<file path="config.mk">
export PLATFORM = sky130hd
export DESIGN_NAME = jtag_ahb_master
export DESIGN_NICKNAME = d
export VERILOG_FILES = /design/src/rtl/jtag_ahb_pkg.sv /design/src/rtl/jtag_ahb_master.sv
export SDC_FILE = /design/constraint.sdc
export NUM_CORES = 1
export LEC_CHECK = 0
export CORE_MARGIN = 2
export CORE_UTILIZATION = 44
export DETAILED_ROUTE_END_ITERATION = 7
export GPL_TIMING_DRIVEN = 0
export PLACE_DENSITY = 0.8
export SYNTH_ARGS = -nofsm -noshare
export SYNTH_HDL_FRONTEND = slang
export SYNTH_SLANG_ARGS = --single-unit
</file>
<file path="constraint.sdc">
create_clock -name HCLK -period 2.15 [get_ports HCLK]
set_input_delay 0.645 -clock HCLK [delete_from_list [all_inputs] [get_ports HCLK]]
set_output_delay 0.645 -clock HCLK [all_outputs]
set_load 0.02 [all_outputs]
</file>
<file path="src/rtl/jtag_ahb_pkg.sv">
// Shared AHB-Lite encodings and FSM state type for the JTAG debug AHB master.
// Only single-beat word transfers are ever issued, so HSIZE/HBURST are constants.
package jtag_ahb_pkg;

    localparam logic [1:0] HTRANS_IDLE   = 2'b00;
    localparam logic [1:0] HTRANS_NONSEQ = 2'b10;
    localparam logic [2:0] HSIZE_WORD    = 3'b010;
    localparam logic [2:0] HBURST_SINGLE = 3'b000;
    localparam logic [7:0] WAIT_MAX      = 8'hFF;

    typedef enum logic [1:0] {
        ST_IDLE,
        ST_ADDR,
        ST_DATA,
        ST_RESP
    } state_e;

    function automatic logic [7:0] sat_inc(input logic [7:0] v);
        return (v == WAIT_MAX) ? v : v + 8'd1;
    endfunction

endpackage

</file>
<file path="src/rtl/jtag_ahb_master.sv">
// Turns one debug request at a time into a single AHB-Lite word transfer and
// returns read data, error status and a saturating count of data-phase wait states.
module jtag_ahb_master
    import jtag_ahb_pkg::*;
#(
    parameter int ADDR_WIDTH = 32,
    parameter int DATA_WIDTH = 32   // only 32 is supported
) (
    input  logic                  HCLK,
    input  logic                  HRESET,

    input  logic                  req_valid,
    output logic                  req_ready,
    input  logic                  req_write,
    input  logic [ADDR_WIDTH-1:0] req_addr,
    input  logic [DATA_WIDTH-1:0] req_wdata,

    output logic                  rsp_valid,
    input  logic                  rsp_ready,
    output logic [DATA_WIDTH-1:0] rsp_rdata,
    output logic                  rsp_err,
    output logic [7:0]            rsp_waits,

    output logic [ADDR_WIDTH-1:0] HADDR,
    output logic [1:0]            HTRANS,
    output logic                  HWRITE,
    output logic [2:0]            HSIZE,
    output logic [2:0]            HBURST,
    output logic [DATA_WIDTH-1:0] HWDATA,
    input  logic [DATA_WIDTH-1:0] HRDATA,
    input  logic                  HREADY,
    input  logic                  HRESP
);

    state_e                  state_q;
    logic                    req_ready_q;
    logic [DATA_WIDTH-1:0]   wdata_q;
    logic [ADDR_WIDTH-1:0]   haddr_q;
    logic [1:0]              htrans_q;
    logic                    hwrite_q;
    logic [DATA_WIDTH-1:0]   hwdata_q;
    logic                    rsp_valid_q;
    logic [DATA_WIDTH-1:0]   rsp_rdata_q;
    logic                    rsp_err_q;
    logic [7:0]              rsp_waits_q;
    logic                    err_q;
    logic [7:0]              wait_q;

    logic                    err_d;
    logic [7:0]              wait_d;
    logic                    accept;

    // An HRESP seen in this data cycle counts even on the completing edge.
    assign err_d  = err_q | HRESP;
    assign wait_d = sat_inc(wait_q);
    assign accept = req_valid && req_ready_q;

    always_ff @(posedge HCLK) begin
        if (HRESET) begin
            state_q     <= ST_IDLE;
            req_ready_q <= 1'b0;
            wdata_q     <= '0;
            haddr_q     <= '0;
            htrans_q    <= HTRANS_IDLE;
            hwrite_q    <= 1'b0;
            hwdata_q    <= '0;
            rsp_valid_q <= 1'b0;
            rsp_rdata_q <= '0;
            rsp_err_q   <= 1'b0;
            rsp_waits_q <= '0;
            err_q       <= 1'b0;
            wait_q      <= '0;
        end else begin
            unique case (state_q)
                ST_IDLE: begin
                    req_ready_q <= 1'b1;
                    if (accept) begin
                        req_ready_q <= 1'b0;
                        wdata_q     <= req_wdata;
                        if (req_addr[1:0] == 2'b00) begin
                            haddr_q  <= req_addr;
                            hwrite_q <= req_write;
                            htrans_q <= HTRANS_NONSEQ;
                            state_q  <= ST_ADDR;
                        end else begin
                            // Misaligned: answer immediately, never touch the bus.
                            rsp_valid_q <= 1'b1;
                            rsp_err_q   <= 1'b1;
                            rsp_rdata_q <= '0;
                            rsp_waits_q <= '0;
                            state_q     <= ST_RESP;
                        end
                    end
                end

                ST_ADDR: begin
                    if (HREADY) begin
                        htrans_q <= HTRANS_IDLE;
                        hwdata_q <= hwrite_q ? wdata_q : '0;
                        state_q  <= ST_DATA;
                    end
                end

                ST_DATA: begin
                    err_q <= err_d;
                    if (HREADY) begin
                        rsp_valid_q <= 1'b1;
                        rsp_rdata_q <= (hwrite_q || err_d) ? '0 : HRDATA;
                        rsp_err_q   <= err_d;
                        rsp_waits_q <= wait_q;
                        state_q     <= ST_RESP;
                    end else begin
                        wait_q <= wait_d;
                    end
                end

                ST_RESP: begin
                    if (rsp_ready) begin
                        rsp_valid_q <= 1'b0;
                        err_q       <= 1'b0;
                        wait_q      <= '0;
                        req_ready_q <= 1'b1;
                        state_q     <= ST_IDLE;
                    end
                end

                default: state_q <= ST_IDLE;
            endcase
        end
    end

    assign req_ready = req_ready_q;
    assign rsp_valid = rsp_valid_q;
    assign rsp_rdata = rsp_rdata_q;
    assign rsp_err   = rsp_err_q;
    assign rsp_waits = rsp_waits_q;
    assign HADDR     = haddr_q;
    assign HTRANS    = htrans_q;
    assign HWRITE    = hwrite_q;
    assign HWDATA    = hwdata_q;
    assign HSIZE     = HSIZE_WORD;
    assign HBURST    = HBURST_SINGLE;

endmodule

</file>
# ---- Word level (Yosys, flattened, before mapping)
# Cells that the tools add are included.
dict set report totals {
  register_bits 153
  inputBits 103
  elab_cells 81
}
dict set report classes {
  addsub 1
  n_eq_ne 12
  n_mux 35
  bitwise_logic 1
  reduce_logical 19
}
# op count
set ops {}
lappend ops {{$mux 32} 5}
lappend ops {{$pmux 32 s2} 1}
lappend ops {{$mux 8} 6}
lappend ops {{$pmux 8 s2} 2}
lappend ops {{$mux 2} 8}
lappend ops {{$ne 2x2->1 const B} 8}
lappend ops {{$reduce_and 4->1} 4}
lappend ops {{$add 8x1->8 const B} 1}
lappend ops {{$eq 8x8->1 const B} 1}
lappend ops {{$pmux 2 s4} 1}
lappend ops {{$reduce_and 2->1} 4}
lappend ops {{$reduce_bool 2->1} 4}
lappend ops {{$mux 1} 7}
lappend ops {{$pmux 1 s2} 3}
lappend ops {{$reduce_and 5->1} 1}
lappend ops {{$eq 2x2->1 const B} 2}
lappend ops {{$logic_not 2->1} 2}
lappend ops {{$pmux 2 s2} 1}
lappend ops {{$pmux 1 s3} 1}
lappend ops {{$reduce_and 3->1} 1}
lappend ops {{$reduce_bool 3->1} 1}
lappend ops {{$eq 2x1->1 const B} 1}
lappend ops {{$logic_and 1x1->1} 1}
lappend ops {{$logic_or 1x1->1} 1}
lappend ops {{$or 1x1->1} 1}

# ---- Depth between registers and ports, before layout
# Gate-level depths: netlist (run 1).
dict set report logic_depth {
  depth_word 5
  mapped_depth 9
  ltp_nobuf 6
}

# ---- Worst setup path after synthesis (run 1)
# No wires, ideal clock.
dict set report synth_path {
  path_type {reg-to-reg}
  start {register state_q[0]}
  end {register rsp_rdata_q[31] (netlist: rsp_rdata[31])}
  arrival_time_ps 1902
  required_time_ps 2035
  slack_ps 132
  path_stages_with_launch 9
  synth_period_minus_slack_ps 2018
  cell_sequence {dfxtp_1 -> inv_1 -> ha_1 -> buf_6 -> a21boi_4 -> or4_1 -> buf_2 -> buf_6 -> a31o_1}
}
dict set report synth_via {
  elab_chain_cells 3
}
# item line
set synth_lines {}
lappend synth_lines {{start: declaration} jtag_ahb_master.sv:35} ;# state_e state_q;
lappend synth_lines {{start signal: assignment} jtag_ahb_master.sv:60} ;# state_q <= ST_IDLE;
lappend synth_lines {{start signal: assignment} jtag_ahb_master.sv:84} ;# state_q <= ST_ADDR;
lappend synth_lines {{start signal: assignment} jtag_ahb_master.sv:91} ;# state_q <= ST_RESP;
lappend synth_lines {{$eq 2x2->1 / $logic_not 2->1 (equally long branches)} jtag_ahb_master.sv:74} ;# unique case (state_q)
lappend synth_lines {{$ne 2x2->1 (no line) / $reduce_bool 2->1 (equally long branches)} -}
lappend synth_lines {{$reduce_and 4->1 (no line)} -}
lappend synth_lines {{end signal: assignment} jtag_ahb_master.sv:108} ;# rsp_rdata_q <= (hwrite_q || err_d) ? '0 : HRDATA;
lappend synth_lines {{end: declaration} jtag_ahb_master.sv:43} ;# logic [DATA_WIDTH-1:0] rsp_rdata_q;
# Several ways; a longest one is shown, not always the timed one.
# A chain may end at the register's enable or synchronous reset.

# ---- Final worst setup path (run 1)
dict set report layout_path {
  start {input req_valid}
  end {register rsp_rdata_q[9] (netlist: rsp_rdata[9])}
}
dict set report layout_via {
  elab_chain_cells 3
}
# item line
set layout_lines {}
lappend layout_lines {{start: declaration} jtag_ahb_master.sv:12} ;# input logic req_valid,
lappend layout_lines {{$logic_and 1x1->1} jtag_ahb_master.sv:56} ;# assign accept = req_valid && req_ready_q;
lappend layout_lines {{$ne 2x2->1 (no line)} -}
lappend layout_lines {{$reduce_and 4->1 (no line)} -}
# Every way passes these cells.

==> results of run 1 <==
## worst min-delay path, stage by stage (launching register included)
cell and delay [ps]:
dfxtp_1 310, nand2_1 50, a21oi_1 50
## kinds of logic (layout without fill, tap and decap cells)
| kind of cell | after synthesis | after routing | synth area share [%] |
|---|---|---|---|
| and+or+nand+nor | 293 | 293 | 22.64 |
| muxes | 1 | 1 | 0.1720 |
| adders and majority gates | 7 | 7 | 1.505 |
| other | 2 | 7 | 0.1290 |
| AOI/OAI and AO/OA | 165 | 165 | 17.46 |
| buffers and inverters | 71 | 313 | 5.825 |
| DFF | 152 | 152 | 52.28 |
## state kept, by name (all words and copies together), names as in the netlist
name       count
rsp_rdata     32
rsp_err        1
wait_q         8
req_ready      1
HWDATA        32
HWRITE         1
wdata_q       32
rsp_valid      1
HADDR         32
err_q          1
HTRANS         1
state_q        2
rsp_waits      8
## cell usage after synthesis (all sizes together) (3+ instances only)
library cell  number  area [um^2]
o21ai              3        15.01
o311ai             3        26.28
inv                7        26.28
nand4              3        18.77
nand2            173        649.4
dfxtp            152         3043
nand3             46        230.2
o31ai              3        22.52
ha                 7        87.58
buf               20        146.4
nor3               5        25.02
nor2              15        56.30
clkbuf            44        166.4
a21oi            111        555.5
and3              36        225.2
a31o              31        271.5
## metal layers
metal	vias to the layer above	global-route usage [%]	wire [um]
li1	2830	-	-
met1	2630	28.26	7052
met2	192	39.51	7904
met3	9	8.094	1483
met4	0	7.738	127
met5	-	0	0
## final timing paths
kind	start	slack, ps	to
worst max-delay path	req_valid	70	rsp_rdata[9]$_SDFFE_PP0P_
worst min-delay path	HWDATA[6]$_SDFFE_PP0P_	450	HWDATA[6]$_SDFFE_PP0P_
worst max register to register	state_q[1]$_SDFFE_PP0P_	80	rsp_rdata[9]$_SDFFE_PP0P_
worst min register to register	HWDATA[6]$_SDFFE_PP0P_	450	HWDATA[6]$_SDFFE_PP0P_
## power by group through the flow
stage / Combinational, mW / Sequential (mW) / Clock (mW)
2_1_floorplan: 1.04 / 3.24 / 0
3_3_place_gp: 1.77 / 3.17 / 0
3_5_place_dp: 1.79 / 3.17 / 0
4_1_cts: 1.82 / 3.12 / 3.21
5_1_grt: 2.06 / 3.15 / 3.35
6_report: 1.88 / 3.12 / 3.16
## cell type report
cell class | instances | area (um^2)
multi-input combinational | 473 | 2501
buffer | 63 | 327.8
sequential | 152 | 3048
fill | 1083 | 4210
tap | 176 | 220.2
clock buffer | 23 | 488.0
timing repair buffer | 212 | 2121
inverter | 7 | 26.28
clock inverter | 8 | 142.6
## repair_timing
| item | CTS | global route |
|---|---|---|
| buffers inserted | 0 | 1 |
| hold buffers | 0 | 0 |
| pin swaps | 0 | 2 |
| setup endpoints to repair | 90 | 80 |
| gates resized for setup | 10 | 21 |
## cells in the final DEF (no fill, tap or decap), types with 4 or more instances in the layout
cell type	netlist	routed
clkdlybuf4s50_1	0	209
nand2_1	173	172
dfxtp_1	152	150
a21oi_1	111	111
nand3_1	46	45
clkbuf_1	43	36
and3_1	36	36
a31o_1	31	31
clkbuf_16	0	17
nor2_1	15	15
clkbuf_2	1	9
buf_4	7	9
conb_1	2	7
inv_1	7	6
buf_6	5	6
ha_1	7	6
buf_2	6	4
bufinv_16	0	4
clkbuf_8	0	4
## per-stage QoR
stage	cell area (um^2)	total power [mW]
after floorplan	5839	4.287
after global placement	8172	4.942
after detailed placement	8172	4.961
after CTS	8828	8.154
after global routing	8875	8.555
final	8875	8.172
==> out/qor.txt, run 1 <==
LAYOUT
----------------------------------------------------------------------------------------
Share of layout cells above drive strength 1                                      7.569%
Total number of nets in the final design                                            1036
Antenna diodes                                                                         0
Final cell count without fillers                                                    1114
Utilization after layout                                                          67.82%
Post-synthesis to final-layout area growth                                        52.47%

TIMING
----------------------------------------------------------------------------------------
Final setup violation count                                                            0
Number of endpoints with negative hold slack in the final report                       0
Tightest slew margin relative to the limit                                        57.17%
Fmax achieved                                                                  480.6 MHz
Share of the clock period used by the worst path after layout                     96.78%
Worst Slack Setup Final                                                         69.27 ps
Final critical-path required period                                              2081 ps
Worst-Margin Slew                                                               633.6 ps
Worst clock skew on the final layout                                            14.96 ps
Final worst hold slack                                                          448.9 ps
Max Transition Viols Final                                                             0
Sum of negative setup slack                                                         0 ps

HOLD PATH
----------------------------------------------------------------------------------------
Worst hold-check path type                                                    reg -> reg
Hold path cells                                                                        2

CLOCKING
----------------------------------------------------------------------------------------
TritonCTS clock tree                                                               built
Number of levels in the clock H-tree                                                   4
Clock transition at the registers of the reported paths                            60 ps
Root buffer cell                                                               clkbuf_16
Longest Clk Path Bufs                                                                  2
Number of clock buffers inserted by TritonCTS                                         17
Worst skew pair latency                                                           420 ps
Clock Sinks                                                                          152

POWER AND IR DROP
----------------------------------------------------------------------------------------
Leak                                                                            3.243 nW
Relative contribution of sequential cells to total power                           38.2%
Maximum vdd drop                                                               0.6051 mV
Part of the total power dissipated in the clock network                            38.7%
Cell Pwr Density                                                            920.8 nW/um^2
Internal Dissipation                                                            5.851 mW
Switching power share of the total                                                28.40%
Share of total power in combinational logic                                        23.1%
Net switching power                                                             2.321 mW

SYNTHESIS
----------------------------------------------------------------------------------------
Most instantiated flip-flop cell in the synthesis netlist                        dfxtp_1
Synthesized flop and latch total                                                     152
Sequential element share of the synthesized area                                  52.28%
Post-synth EDFFs                                                                       0
Syn_area_per_cell                                                             8.423 um^2
Summed instance area of the synthesized netlist                                5821 um^2
Share of flip-flops with an asynchronous set or reset after synthesis                 0%
Instance count of the mapped netlist                                                 691
Yosys warning total                                                                    0
Library cells used by synthesis                                                       46

DETAILED ROUTING
----------------------------------------------------------------------------------------
Routed Wire Length                                                              16570 um
Router iterations before antenna repair                                                5
Iteration-0 DRC Markers                                                              221
Number of vias per cell after detailed routing                                     5.082
DRC errors left                                                                        0
Routed WL per cell                                                              14.87 um
Vias after detailed routing                                                         5661
Post-DRT Antenna Nets                                                                  0

FLOORPLAN
----------------------------------------------------------------------------------------
Die Wd                                                                          119.0 um
Top-level port count                                                                 219
Std-Cell Core Area                                                            13090 um^2
Count of standard-cell rows                                                           42
Initial core utilization                                                          44.48%
Die outline height                                                              119.0 um
DIE AREA                                                                      14160 um^2

PLACEMENT
----------------------------------------------------------------------------------------
Weighted congestion reported at the end of routability-driven placement           0.8851
Port Buf Inserts                                                                     211
Worst setup timing slack at the placement stage                                -709.1 ps
Cells after DPL                                                                     1083
Detailed placement HPWL                                                         11990 um

CRITICAL PATH
----------------------------------------------------------------------------------------
Arrival time at the worst endpoint                                               2380 ps
Critical path's largest stage delay                                               590 ps
Worst Path Class, Setup                                                        in -> reg
CP dominant cell by count                                                          buf_6
Critical path peak fanout                                                             10
Cell depth of the worst setup path                                                     6
Sum of buffers and inverters on the critical path                                      3
Series of cell instances along the critical path                            clkdlybuf4s50_1 -> a21boi_4 -> or4_4 -> buf_6 -> buf_6 -> a31o_1
CP max-delay cell                                                           clkdlybuf4s50_1
Data required time at the worst endpoint                                         2450 ps
Category of cells accounting for the largest share of critical-path delay   buffers and inverters
Critical Path End Type                                                          register
Startpoint kind of the worst setup timing path                              primary input
Number of cells on the worst reg-to-reg path                                           8

GLOBAL ROUTING
----------------------------------------------------------------------------------------
Total global routing track utilization                                            23.56%
Maximum number of pins on one net before global-route repair                          17
Antenna violations before repair                                                       0
Remaining global-route overflow                                                        0
Global-route wire length before repair                                          26650 um
Via count of the first global-routing pass                                          5400

JOB
----------------------------------------------------------------------------------------
Maximum Capacitance Violations                                                         0

STATUS
----------------------------------------------------------------------------------------
Status                                                                         completed

(Power assumes the default switching activity.)
==> inputs of run 2 (changes only) <==
--- a/config.mk
+++ b/config.mk
@@ -6,10 +6,11 @@
 export NUM_CORES = 1
 export LEC_CHECK = 0
 export CORE_MARGIN = 2
-export CORE_UTILIZATION = 44
+export CORE_UTILIZATION = 62
 export DETAILED_ROUTE_END_ITERATION = 7
+export DONT_BUFFER_PORTS = 1
 export GPL_TIMING_DRIVEN = 0
-export PLACE_DENSITY = 0.8
+export PLACE_DENSITY = 0.89
 export SYNTH_ARGS = -nofsm -noshare
 export SYNTH_HDL_FRONTEND = slang
 export SYNTH_SLANG_ARGS = --single-unit
==> run 2 against run 1 <==
Effect of this change:
- routed wire length fell by 8.0%
- highest routed layer unchanged
- critical path depth rose by 2
- global-route usage is 5.1 points higher
- worst hold slack worse by 200 ps
- core utilization grew 5.2 points
- clock power is 1% higher
- sequential share of layout area rose by 11 points
==> out/qor.txt, run 2 (synthesis results as in run 1) <==
LAYOUT
--------------------------------------------------------------------------------------
Sequential Area                                                              3048 um^2   unchanged
Most common cell after layout, fill and taps aside                             nand2_1
Multi-input gate area                                                        2497 um^2   -0.15%
Total number of nets in the final design                                           826   -20%
Commonest cells after routing, fill and taps aside                        nand2_1, dfxtp_1, a21oi_1
Post-synthesis to final-layout area growth                                      14.88%
Utilization after layout                                                        73.06%   +5.2 points
Share of layout cells above drive strength 1                                    9.465%   +1.9 points
Number of fillers in the final layout                                              685   -37%

CRITICAL PATH
--------------------------------------------------------------------------------------
Reg-to-reg setup timing slack                                                    90 ps   about the same
Arrival time at the worst endpoint                                             2470 ps   +90 ps
Worst Path Class, Setup                                                     reg -> reg
Critical path peak fanout                                                           10   unchanged
Number of cells on the worst reg-to-reg path                                         8   unchanged
Data required time at the worst endpoint                                       2550 ps   +100 ps
Critical Path End Type                                                        register
Startpoint kind of the worst setup timing path                                register

DETAILED ROUTING
--------------------------------------------------------------------------------------
Iteration-0 DRC Markers                                                            250   +13%
Number of vias per cell after detailed routing                                   6.033   +19%
Post-DRT Antenna Nets                                                                0   unchanged
Router iterations before antenna repair                                              5   unchanged
Routed WL per cell                                                            18.12 um   +22%
Routed Wire Length                                                            15240 um   -8.0%
DRC errors left                                                                      0   unchanged
Vias after detailed routing                                                       5074   -10%

TIMING
--------------------------------------------------------------------------------------
Worst clock skew on the final layout                                          15.37 ps   +0.4141 ps
Worst-Margin Slew                                                             588.3 ps   -45.27 ps
Sum of negative setup slack                                                       0 ps   unchanged
Number of endpoints with negative hold slack in the final report                     0   unchanged
Fmax achieved                                                                484.3 MHz   +0.77%
RSZ-0062 raised after global routing                                             false
Max Transition Viols Final                                                           0   unchanged
Final worst hold slack                                                        251.4 ps   -197.5 ps
Final critical-path required period                                            2065 ps   -15.81 ps
Final setup violation count                                                          0   unchanged
Share of the clock period used by the worst path after layout                   96.04%   -0.74 points
Tightest slew margin relative to the limit                                      60.23%   +3.1 points

CLOCKING
--------------------------------------------------------------------------------------
Number of levels in the clock H-tree                                                 4   unchanged
Longest Clk Path Bufs                                                                2   unchanged
Number of clock buffers inserted by TritonCTS                                       17   unchanged
Root buffer cell                                                              clkbuf_8
Clock Sinks                                                                        152   unchanged
TritonCTS clock tree                                                             built
Worst skew pair latency                                                         520 ps   +100 ps
Clock transition at the registers of the reported paths                          70 ps   about the same

POWER AND IR DROP
--------------------------------------------------------------------------------------
Maximum vdd drop                                                             0.7311 mV   +21%
Leak                                                                          2.456 nW   -24%
Cell Pwr Density                                                          1173 nW/um^2   +27%
Power, Total                                                                  7.841 mW   -4.1%

GLOBAL ROUTING
--------------------------------------------------------------------------------------
Global-route wire length before repair                                        22910 um   -14%
Maximum number of pins on one net before global-route repair                        17   unchanged
Remaining global-route overflow                                                      0   unchanged
Antenna violations before repair                                                     1   +1
Total global routing track utilization                                          28.64%   +5.1 points
Via count of the first global-routing pass                                        4829   -11%

FLOORPLAN
--------------------------------------------------------------------------------------
Std-Cell Core Area                                                           9153 um^2   -30%
Die Wd                                                                        100.9 um   -15%
Top-level port count                                                               219   unchanged
DIE AREA                                                                    10180 um^2   -28%
Initial core utilization                                                        63.60%   +19 points
Die outline height                                                            100.9 um   -15%
Count of standard-cell rows                                                         35   -17%

HOLD PATH
--------------------------------------------------------------------------------------
Hold path cells                                                                      2   unchanged
Worst hold-check path type                                                   in -> reg

JOB
--------------------------------------------------------------------------------------
Maximum Capacitance Violations                                                       0   unchanged

PLACEMENT
--------------------------------------------------------------------------------------
Weighted congestion reported at the end of routability-driven placement         0.8473   -4.3%
Port Buf Inserts                                                                     0   -100%
Detailed placement HPWL                                                       10960 um   -8.6%

STATUS
--------------------------------------------------------------------------------------
Status                                                                       completed

==> run 2: routing by layer <==
metal,vias to the layer above,GRT usage (%),part of all wire (%)
met5,-,0,0
met4,0,12.79,3.2
met3,43,9.431,11
met2,286,51.44,50
met1,2324,30.45,35
li1,2421,-,-
==> run 2: cell type report <==
| type | count | share of cell area [%] |
|---|---|---|
| Antenna cell | 1 | 0.03743 |
| Tap cell | 111 | 2.077 |
| Clock buffer | 17 | 6.194 |
| Sequential cell | 152 | 45.58 |
| Timing Repair Buffer | 1 | 0.1123 |
| Clock inverter | 15 | 3.462 |
| Buffer | 64 | 4.790 |
| Multi-Input combinational cell | 473 | 37.35 |
| Inverter | 7 | 0.3930 |
==> run 2: worst max-delay path: stages, from the launching register on <==
cell and delay (ps):
dfxtp_4 370, inv_1 80, ha_1 200, buf_6 140, a21boi_4 150, or4_1 480
buf_4 170, buf_6 130, a31o_1 210
==> run 2: power breakdown <==
| group | switching, mW | internal [mW] |
|---|---|---|
| clock network | 1.26 | 1.94 |
| registers | 0.241 | 3.00 |
| logic | 0.912 | 0.488 |
| total | 2.41 | 5.43 |
==> run 2: path summary, 6_finish.rpt <==
kind                       startpoint                    endpoint
min reg2reg  wdata_q[16]$_SDFFE_PP0P_    wdata_q[16]$_SDFFE_PP0P_
max           state_q[1]$_SDFFE_PP0P_  rsp_rdata[19]$_SDFFE_PP0P_
max reg2reg   state_q[1]$_SDFFE_PP0P_  rsp_rdata[19]$_SDFFE_PP0P_
min                     req_wdata[10]    wdata_q[10]$_SDFFE_PP0P_
==> run 2: repair_timing <==
| item | in CTS | in global routing |
|---|---|---|
| hold buffers | 0 | 0 |
| pin swaps | 1 | 2 |
| gates cloned | 0 | 0 |
| gates resized for setup | 8 | 11 |
| setup endpoints to repair | 72 | 81 |
| setup buffers | 0 | 1 |
==> run 2: per-stage QoR <==
step	instances	setup slack, ps	instance area, um^2
after floorplan	696	132.5	5839
after global placement	807	-148.8	5978
after detailed placement	807	-272.4	5978
after CTS	839	27.27	6650
after global routing	841	22.79	6686
final	841	85.08	6686
==> inputs of run 3 (changes only) <==
--- a/config.mk
+++ b/config.mk
@@ -5,12 +5,13 @@
 export SDC_FILE = /design/constraint.sdc
 export NUM_CORES = 1
 export LEC_CHECK = 0
+export ABC_AREA = 1
 export CORE_MARGIN = 2
-export CORE_UTILIZATION = 62
+export CORE_UTILIZATION = 63
 export DETAILED_ROUTE_END_ITERATION = 7
 export DONT_BUFFER_PORTS = 1
 export GPL_TIMING_DRIVEN = 0
-export PLACE_DENSITY = 0.89
+export PLACE_DENSITY = 0.9
 export SYNTH_ARGS = -nofsm -noshare
 export SYNTH_HDL_FRONTEND = slang
 export SYNTH_SLANG_ARGS = --single-unit
==> run 3 against run 2 <==
Effect of this change:
- die area up 4.1%
- fmax grew 11%
- setup slack improved by 200 ps
- worst hold slack lost 2.3 ps
- core utilization shrank 1.2 points
- combinational power increased by 49%
- final area is 3.5% higher
- final cell count up 22%
- area after synthesis up 6.0%
- global-route usage grew 0.82 points
- synthesized cell count is 24% higher
- highest routed layer unchanged
==> out/qor.txt, run 3 <==
FLOORPLAN
-----------------------------------------------------------------------------------------------------
DIE AREA                                                                                   10600 um^2   +4.1%
Top-level port count                                                                              219   unchanged
Die outline height                                                                           102.9 um   +2.0%
Count of standard-cell rows                                                                        36   +2.9%
Std-Cell Core Area                                                                          9639 um^2   +5.3%
Die Wd                                                                                       102.9 um   +2.0%
Initial core utilization                                                                       63.98%   +0.38 points

HOLD PATH
-----------------------------------------------------------------------------------------------------
Worst hold-check path type                                                                  in -> reg
Start point of the worst hold path                                                       req_wdata[19]

CLOCKING
-----------------------------------------------------------------------------------------------------
Worst skew pair latency                                                                        530 ps   about the same
Root buffer cell                                                                             clkbuf_8
Longest Clk Path Bufs                                                                               2   unchanged
Post-CTS Hold Buffers                                                                               0   unchanged
Number of levels in the clock H-tree                                                                4   unchanged
Number of clock buffers inserted by TritonCTS                                                      17   unchanged
Number of gates resized after CTS                                                                   0   -8
Post CTS Setup Buffer Count                                                                         0   unchanged
Clock Sinks                                                                                       152   unchanged
TritonCTS clock tree                                                                            built
Clock transition at the registers of the reported paths                                         70 ps   about the same

GLOBAL ROUTING
-----------------------------------------------------------------------------------------------------
Via count of the first global-routing pass                                                       4891   +1.3%
Global-route wire length before repair                                                       23910 um   +4.4%
Total global routing track utilization                                                         29.47%   +0.82 points
Antenna violations before repair                                                                    0   -1
Maximum number of pins on one net before global-route repair                                       17   unchanged
Remaining global-route overflow                                                                     0   unchanged

TIMING
-----------------------------------------------------------------------------------------------------
Worst clock skew on the final layout                                                         10.05 ps   -5.324 ps
Tightest slew margin relative to the limit                                                     66.36%   +6.1 points
Sum of negative setup slack                                                                      0 ps   unchanged
Final critical-path required period                                                           1863 ps   -202.2 ps
Fmax achieved                                                                               536.9 MHz   +11%
Worst-Margin Slew                                                                            504.6 ps   -83.67 ps
Max Transition Viols Final                                                                          0   unchanged
Share of the clock period used by the worst path after layout                                  86.64%   -9.4 points
Number of endpoints with negative hold slack in the final report                                    0   unchanged
Final worst hold slack                                                                       249.2 ps   -2.262 ps
Final setup violation count                                                                         0   unchanged
RSZ-0062 raised after global routing                                                            false

SYNTHESIS
-----------------------------------------------------------------------------------------------------
Simple-gate share of the synthesized area                                                      29.36%   +6.7 points
Post-synth EDFFs                                                                                    0   unchanged
Instance count of the mapped netlist                                                              857   +24%
Most frequent cells after synthesis                                                      nor2_1, dfxtp_1, nand2_1
Share of flip-flops with an asynchronous set or reset after synthesis                              0%   unchanged
Summed instance area of the synthesized netlist                                             6167 um^2   +6.0%
Most area-consuming cells after synthesis                                                dfxtp_1, nor2_1, nand2_1, o21ai_0, nand3_1
Synthesized flop and latch total                                                                  152   unchanged
Library cells used by synthesis                                                                    29   -37%
Yosys top cell by area                                                                        dfxtp_1
Fraction of post-synthesis cell area in the top cell type by area                              49.34%   -2.9 points
Sequential element share of the synthesized area                                               49.34%   -2.9 points
Most instantiated flip-flop cell in the synthesis netlist                                     dfxtp_1
Most repeated cell in the gate-level netlist after synthesis                                   nor2_1
Post-synthesis share of cell area spent on full adders, half adders and majority gates         1.420%   -0.085 points
Xor/xnor share of the synthesized area                                                             0%   unchanged
Combinational family with the most area after synthesis                                  simple AND/OR/NAND/NOR gates
Yosys warning total                                                                                 0   unchanged
Syn_area_per_cell                                                                          7.196 um^2   -15%
Synth Area in Compound Gates                                                                   12.01%   -5.4 points
Multiplexer share of the synthesized area                                                     0.1623%   -0.0097 points

LAYOUT
-----------------------------------------------------------------------------------------------------
Number of fillers in the final layout                                                             795   +16%
Share of layout cells above drive strength 1                                                   8.837%   -0.63 points
Most common cell after layout, fill and taps aside                                             nor2_1
Post-synthesis to final-layout area growth                                                     12.25%
Total number of nets in the final design                                                          991   +20%
Commonest cells after routing, fill and taps aside                                       nor2_1, dfxtp_1, nand2_1

PLACEMENT
-----------------------------------------------------------------------------------------------------
Detailed placement HPWL                                                                      11560 um   +5.5%
Port Buf Inserts                                                                                    0   unchanged
Weighted congestion reported at the end of routability-driven placement                        0.8611   +1.6%

POWER AND IR DROP
-----------------------------------------------------------------------------------------------------
Cell Pwr Density                                                                         1270 nW/um^2   +8.3%
Power, Total                                                                                 8.793 mW   +12%
Leak                                                                                         2.869 nW   +17%
Maximum vdd drop                                                                            0.6717 mV   -8.1%

CRITICAL PATH
-----------------------------------------------------------------------------------------------------
Startpoint kind of the worst setup timing path                                               register
Critical path peak fanout                                                                          10   unchanged
Worst Path Class, Setup                                                                    reg -> reg
Arrival time at the worst endpoint                                                            2280 ps   -190 ps
Critical Path End Type                                                                       register
R2R Path Start                                                                           state_q[0]$_SDFFE_PP0P_
Data required time at the worst endpoint                                                      2560 ps   about the same
Reg-to-reg setup timing slack                                                                  290 ps   +200 ps
Crit path from                                                                           state_q[0]$_SDFFE_PP0P_

DETAILED ROUTING
-----------------------------------------------------------------------------------------------------
Number of vias per cell after detailed routing                                                  5.446   -9.7%
DRC errors left                                                                                     0   unchanged
Post-DRT Antenna Nets                                                                               0   unchanged
Routed WL per cell                                                                           15.87 um   -12%
Router iterations before antenna repair                                                             5   unchanged
Iteration-0 DRC Markers                                                                           320   +28%
Routed Wire Length                                                                           16320 um   +7.1%
Vias after detailed routing                                                                      5598   +10%

JOB
-----------------------------------------------------------------------------------------------------
Maximum Capacitance Violations                                                                      0   unchanged

STATUS
-----------------------------------------------------------------------------------------------------
Status                                                                                      completed

-- run 3: changes by cell type in the layout (fill, tap and decap cells not counted), sizes merged, moves of 31 or more --
cell   change
a31o      -31
o21ai    +103
and3      -36
a21oi     -71
nor2     +255
nand2     -43
-- run 3: layer usage --
layer  track usage [%]  wire, um  vias to the layer above
li1                  -         -                     2745
met1             33.52      6107                     2541
met2             48.90      7781                      265
met3             11.32      1844                       47
met4             13.77       582                        0
met5                 0         0                        -
-- run 3: critical path: stages (launching register included) --
cell	delay (ps)
dfxtp_1	340
inv_1	140
ha_1	280
inv_2	80
nor2_4	210
nand3_4	150
clkbuf_2	240
o21ai_0	240
nor2_1	60
-- run 3: layout make-up --
class                           count  area, um^2  share of cell area (%)
Antenna cell                        1       2.502                 0.03615
Inverter                           40       153.9                   2.223
Tap cell                          133       166.4                   2.404
Multi-Input combinational cell    609        2675                   38.64
Clock buffer                       18       427.9                   6.181
Clock inverter                     14       140.1                   2.024
Sequential cell                   152        3043                   43.95
Buffer                             61       314.1                   4.536
-- run 3: path summary, 6_finish.rpt --
| kind | to | depth (start not counted) |
|---|---|---|
| max | HADDR[25]$_SDFFE_PP0P_ | 8 |
| min reg2reg | err_q$_SDFFE_PP0P_ | 2 |
| min | wdata_q[19]$_SDFFE_PP0P_ | 2 |
| max reg2reg | HADDR[25]$_SDFFE_PP0P_ | 8 |
-- run 3: logic make-up after synthesis --
logic type,Yosys count
AOI/OAI and AO/OA,147
adders and majority gates,7
buffers and inverters,101
DFF,152
muxes,1
other,2
and+or+nand+nor,447
-- run 3: report_power, final --
group	switching, mW	total [mW]	internal, mW	leakage (nW)
clock	1.24	2.84	1.60	0.269
combinational	1.40	2.09	0.686	1.36
sequential	0.606	3.86	3.26	1.24
-- run 3: per-stage QoR --
stage	util [%]	setup slack (ps)	std cells	instance area, um^2
after floorplan	-	612.7	862	6186
after global placement	65.90	190.1	995	6352
after detailed placement	65.90	145.9	995	6352
after CTS	71.79	283.2	1027	6920
after global routing	71.79	120.3	1027	6920
final	71.82	287.3	1028	6923
